**config.mk**
```make
export PLATFORM = sky130hd
export DESIGN_NAME = obb_reader_flat
export DESIGN_NICKNAME = d
export VERILOG_FILES = /design/src/rtl/obb_reader_if.sv /design/src/rtl/obb_reader.sv /design/src/flat_wrapper.sv
export SDC_FILE = /design/constraint.sdc
export NUM_CORES = 1
export LEC_CHECK = 0
export CAP_MARGIN = 25
export CORE_ASPECT_RATIO = 1.2
export CORE_MARGIN = 8
export CORE_UTILIZATION = 45
export CTS_BUF_LIST = sky130_fd_sc_hd__clkbuf_2
export CTS_CLUSTER_DIAMETER = 200
export DETAILED_ROUTE_END_ITERATION = 10
export DONT_BUFFER_PORTS = 1
export GPL_TIMING_DRIVEN = 1
export SYNTH_ARGS = -nofsm -noshare
export SYNTH_HDL_FRONTEND = slang
export SYNTH_SLANG_ARGS = --single-unit
```
**constraint.sdc**
```tcl
create_clock -name clk -period 1.7 [get_ports clk]
set_input_delay 0.085 -clock clk [delete_from_list [all_inputs] [get_ports clk]]
set_output_delay 0.085 -clock clk [all_outputs]
set_load 0.005 [all_outputs]
```
**src/rtl/obb_reader_if.sv**
```systemverilog
// obb_reader_if: request, OBB field inputs and the valid/ready beat stream of obb_reader.
// master: the side that issues req, supplies the fields and consumes beats.
// slave: the reader itself.
interface obb_reader_if;
    logic               req;
    logic signed [31:0] pos_x;
    logic signed [31:0] pos_y;
    logic signed [31:0] vel_x;
    logic signed [31:0] vel_y;
    logic        [15:0] width;
    logic        [15:0] height;
    logic signed [31:0] angle;
    logic signed [31:0] omega;
    logic        [15:0] mass;
    logic signed [31:0] inv_mass;
    logic signed [31:0] inertia;
    logic signed [31:0] inv_inertia;
    logic               busy;
    logic               out_valid;
    logic               out_ready;
    logic        [31:0] out_data;
    logic        [3:0]  out_idx;
    logic               out_last;
    logic               done;

    modport master (
        output req, pos_x, pos_y, vel_x, vel_y, width, height, angle, omega, mass,
               inv_mass, inertia, inv_inertia, out_ready,
        input  busy, out_valid, out_data, out_idx, out_last, done
    );

    modport slave (
        input  req, pos_x, pos_y, vel_x, vel_y, width, height, angle, omega, mass,
               inv_mass, inertia, inv_inertia, out_ready,
        output busy, out_valid, out_data, out_idx, out_last, done
    );
endinterface

```
**src/rtl/obb_reader.sv**
```systemverilog
// obb_reader: on req, snapshots one OBB record and streams the fields enabled in FIELD_MASK
// as valid/ready beats in ascending field-index order, then pulses done.
// Optional build macro OBB_READER_CHECKSUM_EN appends a final beat (idx 4'hF) carrying the
// XOR of all data beats of the record.
module obb_reader #(
    parameter logic [11:0] FIELD_MASK = 12'hFFF
) (
    input logic         clk,
    input logic         reset,
    obb_reader_if.slave bus
);

`ifdef OBB_READER_CHECKSUM_EN
    typedef enum logic [1:0] {StIdle, StSend, StCsum} state_e;
`else
    typedef enum logic [0:0] {StIdle, StSend} state_e;
`endif

    localparam bit HasField = |FIELD_MASK;

    state_e            state_q, state_d;
    logic [11:0][31:0] snap_q;
    logic [3:0]        idx_q, idx_d;
    logic              done_q, done_d;
    logic              start;
    logic [3:0]        first_idx, next_idx;
    logic              has_next;
`ifdef OBB_READER_CHECKSUM_EN
    logic [31:0]       csum_q, csum_d;
`endif

    // Lowest enabled index overall, and lowest enabled index above the current beat.
    always_comb begin
        first_idx = '0;
        next_idx  = '0;
        has_next  = 1'b0;
        for (int i = 11; i >= 0; i--) begin
            if (FIELD_MASK[i]) begin
                first_idx = 4'(i);
                if (4'(i) > idx_q) begin
                    next_idx = 4'(i);
                    has_next = 1'b1;
                end
            end
        end
    end

    // Next-state logic: start on req in idle, advance on each accepted beat.
    always_comb begin
        state_d = state_q;
        idx_d   = idx_q;
        done_d  = 1'b0;
        start   = 1'b0;
`ifdef OBB_READER_CHECKSUM_EN
        csum_d  = csum_q;
`endif
        case (state_q)
            StIdle: begin
                if (bus.req) begin
                    start = 1'b1;
                    idx_d = first_idx;
`ifdef OBB_READER_CHECKSUM_EN
                    csum_d  = '0;
                    state_d = HasField ? StSend : StCsum;
`else
                    if (HasField) state_d = StSend;
                    else          done_d  = 1'b1;
`endif
                end
            end
            StSend: begin
                if (bus.out_ready) begin
`ifdef OBB_READER_CHECKSUM_EN
                    csum_d = csum_q ^ snap_q[idx_q];
`endif
                    if (has_next) begin
                        idx_d = next_idx;
                    end else begin
`ifdef OBB_READER_CHECKSUM_EN
                        state_d = StCsum;
`else
                        state_d = StIdle;
                        done_d  = 1'b1;
`endif
                    end
                end
            end
`ifdef OBB_READER_CHECKSUM_EN
            StCsum: begin
                if (bus.out_ready) begin
                    state_d = StIdle;
                    done_d  = 1'b1;
                end
            end
`endif
            default: state_d = StIdle;
        endcase
    end

    // State register; reset abandons any record without a done pulse.
    always_ff @(posedge clk) begin
        if (reset) begin
            state_q <= StIdle;
            idx_q   <= '0;
            done_q  <= 1'b0;
`ifdef OBB_READER_CHECKSUM_EN
            csum_q  <= '0;
`endif
        end else begin
            state_q <= state_d;
            idx_q   <= idx_d;
            done_q  <= done_d;
`ifdef OBB_READER_CHECKSUM_EN
            csum_q  <= csum_d;
`endif
        end
    end

    // Snapshot of all twelve fields, 16-bit fields zero-extended, taken only at record start.
    always_ff @(posedge clk) begin
        if (reset) begin
            snap_q <= '0;
        end else if (start) begin
            snap_q[0]  <= bus.pos_x;
            snap_q[1]  <= bus.pos_y;
            snap_q[2]  <= bus.vel_x;
            snap_q[3]  <= bus.vel_y;
            snap_q[4]  <= {16'h0000, bus.width};
            snap_q[5]  <= {16'h0000, bus.height};
            snap_q[6]  <= bus.angle;
            snap_q[7]  <= bus.omega;
            snap_q[8]  <= {16'h0000, bus.mass};
            snap_q[9]  <= bus.inv_mass;
            snap_q[10] <= bus.inertia;
            snap_q[11] <= bus.inv_inertia;
        end
    end

    // Beat outputs decoded from state; all zero while idle.
    always_comb begin
        bus.busy      = (state_q != StIdle);
        bus.out_valid = (state_q != StIdle);
        bus.done      = done_q;
        bus.out_idx   = '0;
        bus.out_data  = '0;
        bus.out_last  = 1'b0;
        case (state_q)
            StSend: begin
                bus.out_idx  = idx_q;
                bus.out_data = snap_q[idx_q];
`ifdef OBB_READER_CHECKSUM_EN
                bus.out_last = 1'b0;
`else
                bus.out_last = !has_next;
`endif
            end
`ifdef OBB_READER_CHECKSUM_EN
            StCsum: begin
                bus.out_idx  = 4'hF;
                bus.out_data = csum_q;
                bus.out_last = 1'b1;
            end
`endif
            default: ;
        endcase
    end

endmodule

```
**src/flat_wrapper.sv**
```systemverilog
// flat-port wrapper written by rule: the top's interface ports become plain ports
module obb_reader_flat 
#(
    parameter logic [11:0] FIELD_MASK = 12'hFFF
)
  (clk, reset, bus_req, bus_pos_x, bus_pos_y, bus_vel_x, bus_vel_y, bus_width, bus_height, bus_angle, bus_omega, bus_mass, bus_inv_mass, bus_inertia, bus_inv_inertia, bus_out_ready, bus_busy, bus_out_valid, bus_out_data, bus_out_idx, bus_out_last, bus_done);
  obb_reader_if bus_i ();
  input logic clk;
  input logic reset;
  input wire logic [$bits(bus_i.req)-1:0] bus_req;
  input wire logic [$bits(bus_i.pos_x)-1:0] bus_pos_x;
  input wire logic [$bits(bus_i.pos_y)-1:0] bus_pos_y;
  input wire logic [$bits(bus_i.vel_x)-1:0] bus_vel_x;
  input wire logic [$bits(bus_i.vel_y)-1:0] bus_vel_y;
  input wire logic [$bits(bus_i.width)-1:0] bus_width;
  input wire logic [$bits(bus_i.height)-1:0] bus_height;
  input wire logic [$bits(bus_i.angle)-1:0] bus_angle;
  input wire logic [$bits(bus_i.omega)-1:0] bus_omega;
  input wire logic [$bits(bus_i.mass)-1:0] bus_mass;
  input wire logic [$bits(bus_i.inv_mass)-1:0] bus_inv_mass;
  input wire logic [$bits(bus_i.inertia)-1:0] bus_inertia;
  input wire logic [$bits(bus_i.inv_inertia)-1:0] bus_inv_inertia;
  input wire logic [$bits(bus_i.out_ready)-1:0] bus_out_ready;
  output wire logic [$bits(bus_i.busy)-1:0] bus_busy;
  output wire logic [$bits(bus_i.out_valid)-1:0] bus_out_valid;
  output wire logic [$bits(bus_i.out_data)-1:0] bus_out_data;
  output wire logic [$bits(bus_i.out_idx)-1:0] bus_out_idx;
  output wire logic [$bits(bus_i.out_last)-1:0] bus_out_last;
  output wire logic [$bits(bus_i.done)-1:0] bus_done;
  assign bus_i.req = bus_req;
  assign bus_i.pos_x = bus_pos_x;
  assign bus_i.pos_y = bus_pos_y;
  assign bus_i.vel_x = bus_vel_x;
  assign bus_i.vel_y = bus_vel_y;
  assign bus_i.width = bus_width;
  assign bus_i.height = bus_height;
  assign bus_i.angle = bus_angle;
  assign bus_i.omega = bus_omega;
  assign bus_i.mass = bus_mass;
  assign bus_i.inv_mass = bus_inv_mass;
  assign bus_i.inertia = bus_inertia;
  assign bus_i.inv_inertia = bus_inv_inertia;
  assign bus_i.out_ready = bus_out_ready;
  assign bus_busy = bus_i.busy;
  assign bus_out_valid = bus_i.out_valid;
  assign bus_out_data = bus_i.out_data;
  assign bus_out_idx = bus_i.out_idx;
  assign bus_out_last = bus_i.out_last;
  assign bus_done = bus_i.done;
  obb_reader #(.FIELD_MASK(FIELD_MASK)) u_core (.clk(clk), .reset(reset), .bus(bus_i));
endmodule
```
==> impl_metrics.json <==
{
  "status": "finished with violations",
  "violations": "hold timing, setup timing",
  "portBuffers": 0,
  "final_antenna_net_count": 0,
  "io_pins": 380,
  "drt_first_pass_iters": 7,
  "maxSlewHeadroom_pct": 36.15,
  "cp-start-kind": "register",
  "vias_per_cell": 5.523,
  "synth.distinct_cells": 33,
  "grt_max_degree": 343,
  "ir_drop_v": 0.0005933,
  "slowest_delay_ns": 0.38,
  "yosysSeqAreaShare_pct": 46.95,
  "synth_edf_count": 0,
  "setup_tns_ns": -29.09,
  "grt_pass1_vias": 13528,
  "fin_skew_ns": 0.02779,
  "drive_gt1_share_pct": 19.32,
  "grt.overflow.total": 0,
  "placed_area_mm2": 0.01551,
  "final_common_cell": "nand2_1",
  "initial_core_util_pct": 45.47,
  "arrival_ns": 2.57,
  "yosys_most_used_dff": "dfxtp_1",
  "synth_top_cell_by_area": "dfxtp_1",
  "cts_buffers": 86,
  "max_cap_viol_count": 0,
  "avgRoutedWirePerCell_um": 21.54,
  "clk_latency_ns": 0.92,
  "core-area_mm2": 0.03207,
  "track_usage_pct": 26.25,
  "whs_path_depth": 1,
  "final-hold-violation-count": 342,
  "final_cell_mix": "nand2_1, a21oi_1, dfxtp_1, dlygate4sd3_1, clkbuf_2",
  "critPathMaxFanout": 12,
  "p_per_area_mw_per_mm2": 838.4,
  "wl_um": 56380,
  "die_area_mm2": 0.03845,
  "core.rowCount": 72,
  "root_buffer": "clkbuf_2",
  "hold-worst-slack_ns": -0.7394,
  "clkSinkCount": 342,
  "tightest_slew_ns": 0.9578,
  "ys_ff_latch": 342,
  "rr_worst_depth": 5,
  "final_area_mm2": 0.02040,
  "min_path_type": "primary input to register",
  "rsz0062_at_grt": "true",
  "synth-async-reset-ratio_pct": 0,
  "dr_total_vias": 14454,
  "areaGrowthSynthToFinish_pct": 39.88,
  "min-delay-start": "reset",
  "clkTransAtPathRegs_ns": 0.12,
  "synth_area_leaders": "dfxtp_1, nand2_1, a21oi_1, mux4_2, mux2i_1",
  "cpMostUsedCell": "buf_12",
  "cts_max_level": 3,
  "maxSlewViolCount": 0,
  "fin_cells": 2617,
  "crit_slowest_cell": "dfxtp_4",
  "layout.nets": 2476,
  "dieHeight_um": 213.2,
  "setup_ws_ns": -0.9584,
  "period_share_pct": 156.4,
  "synth_cells": 1809,
  "clockBufferDepth": 3,
  "power_mw": 17.10,
  "worstPathCellList": "buf_12 > buf_12 > buf_12 > mux2_2 > o22ai_4 > o31ai_1 > buf_4",
  "rr_startpoint": "u_core.idx_q[3]",
  "ys_warn_count": 0,
  "gp_congestion": 0.8801,
  "p_leak_nw": 7.710,
  "path_class": "register to primary output",
  "setup_viol": 36,
  "cts_tree": "yes",
  "maxClockFrequency_mhz": 376.2,
  "critPathCaptureType": "primary output",
  "drc": 0,
  "grt_first_pass_wirelength_um": 77760,
  "die_w_um": 180.3,
  "dp_cells": 2152,
  "synth_top_cell_area_share_pct": 46.95,
  "drtIter0Drc": 1154,
  "antenna_found_initial": 15,
  "cp-startpoint": "u_core.idx_q[1]",
  "post-route-min-period_ns": 2.658,
  "cp.required_ns": 1.62,
  "syn-mean-instance-area_um2": 8.062,
  "synth_area_mm2": 0.01458,
  "fillers": 2663,
  "dp_hpwl_um": 36900,
  "synth_fp_nets": 2149
}
-- synthesized netlist by cell type, drive strengths merged (2+ instances only) --
master,count
nand2,695
dfxtp,342
a21oi,340
clkbuf,86
buf,70
mux2i,55
mux2,35
mux4,35
o22ai,29
nor2,23
o31ai,16
and3,15
o21ai,15
o2bb2ai,14
a211o,13
and2,4
a221oi,3
inv,3
nand2b,3
o32ai,3
a211oi,2
nor2b,2
-- repair_timing --
item / CTS / global route
hold buffers: 114 / 159
gates resized for setup: 136 / 56
endpoints found under the setup margin: 39 / 42
setup buffers: 17 / 15
gates cloned: 5 / 4
pin swaps: 26 / 26
hold endpoints to repair: 342 / 342
-- report_power, final --
part | leakage, nW | total (mW) | internal (mW) | switching [mW]
registers | 2.81 | 8.75 | 8.46 | 0.294
clock network | 0.603 | 5.82 | 2.36 | 3.46
logic | 4.30 | 2.53 | 1.29 | 1.24
-- sequential cells by signal, summed over array words and instances, names as in the netlist --
| signal | flops |
|---|---|
| u_core.snap_q | 336 |
| u_core.idx_q | 4 |
| u_core.bus.busy | 1 |
| u_core.bus.done | 1 |
-- through the flow --
step           worst slack [ns]  util (%)  hold slack, ns
3_5_place_dp            -0.1150     48.36          0.1853
3_3_place_gp            -0.1152     48.36          0.1836
4_1_cts                  -1.008     57.28         -0.8490
5_1_grt                  -1.034     63.60         -0.8217
6_report                -0.9584     63.61         -0.7394
2_1_floorplan            0.2229         -          0.1806
-- cell type report --
class,count,area (um^2),area share [%]
repair buffers,395,4424,21.69
multi-input cells,1308,7754,38.01
clock inverters,33,214.0,1.049
flip-flops and latches,342,6865,33.65
well taps,407,509.2,2.496
clock buffers,119,595.6,2.919
diodes,10,25.02,0.1227
inverters,3,13.76,0.06746
-- worst paths after layout --
path	endpoint	slack, ns
hold reg to reg	u_core.snap_q[214]	0.46
setup reg to reg	u_core.idx_q[2]	0.04
setup / recovery	bus_out_data[8]	-0.96
hold / removal	u_core.snap_q[44]	-0.74
-- worst max-delay path: cells and delay by family (launching register included) --
family,cells,cell delay (ns)
mux,1,0.26
compound gates,2,0.39
buf+inv,4,0.61
flops,1,0.38
-- metal layers --
metal	global-route usage [%]	up-vias	routed length, um
met5	0	-	80
met4	10.90	12	2249
met3	8.255	151	4177
met2	44.23	652	27740
met1	30.74	6841	22130
li1	-	6798	-
-- cell families (layout without fill, tap and decap cells) --
| family | after synthesis | in the layout | synth area share, % |
|---|---|---|---|
| compound gates | 437 | 437 | 16.47 |
| other cells | 0 | 10 | 0 |
| flops | 342 | 342 | 46.95 |
| buf+inv | 159 | 550 | 5.027 |
| mux | 125 | 125 | 11.88 |
| simple gates | 746 | 746 | 19.67 |
Power figures use the tool's default switching activity.
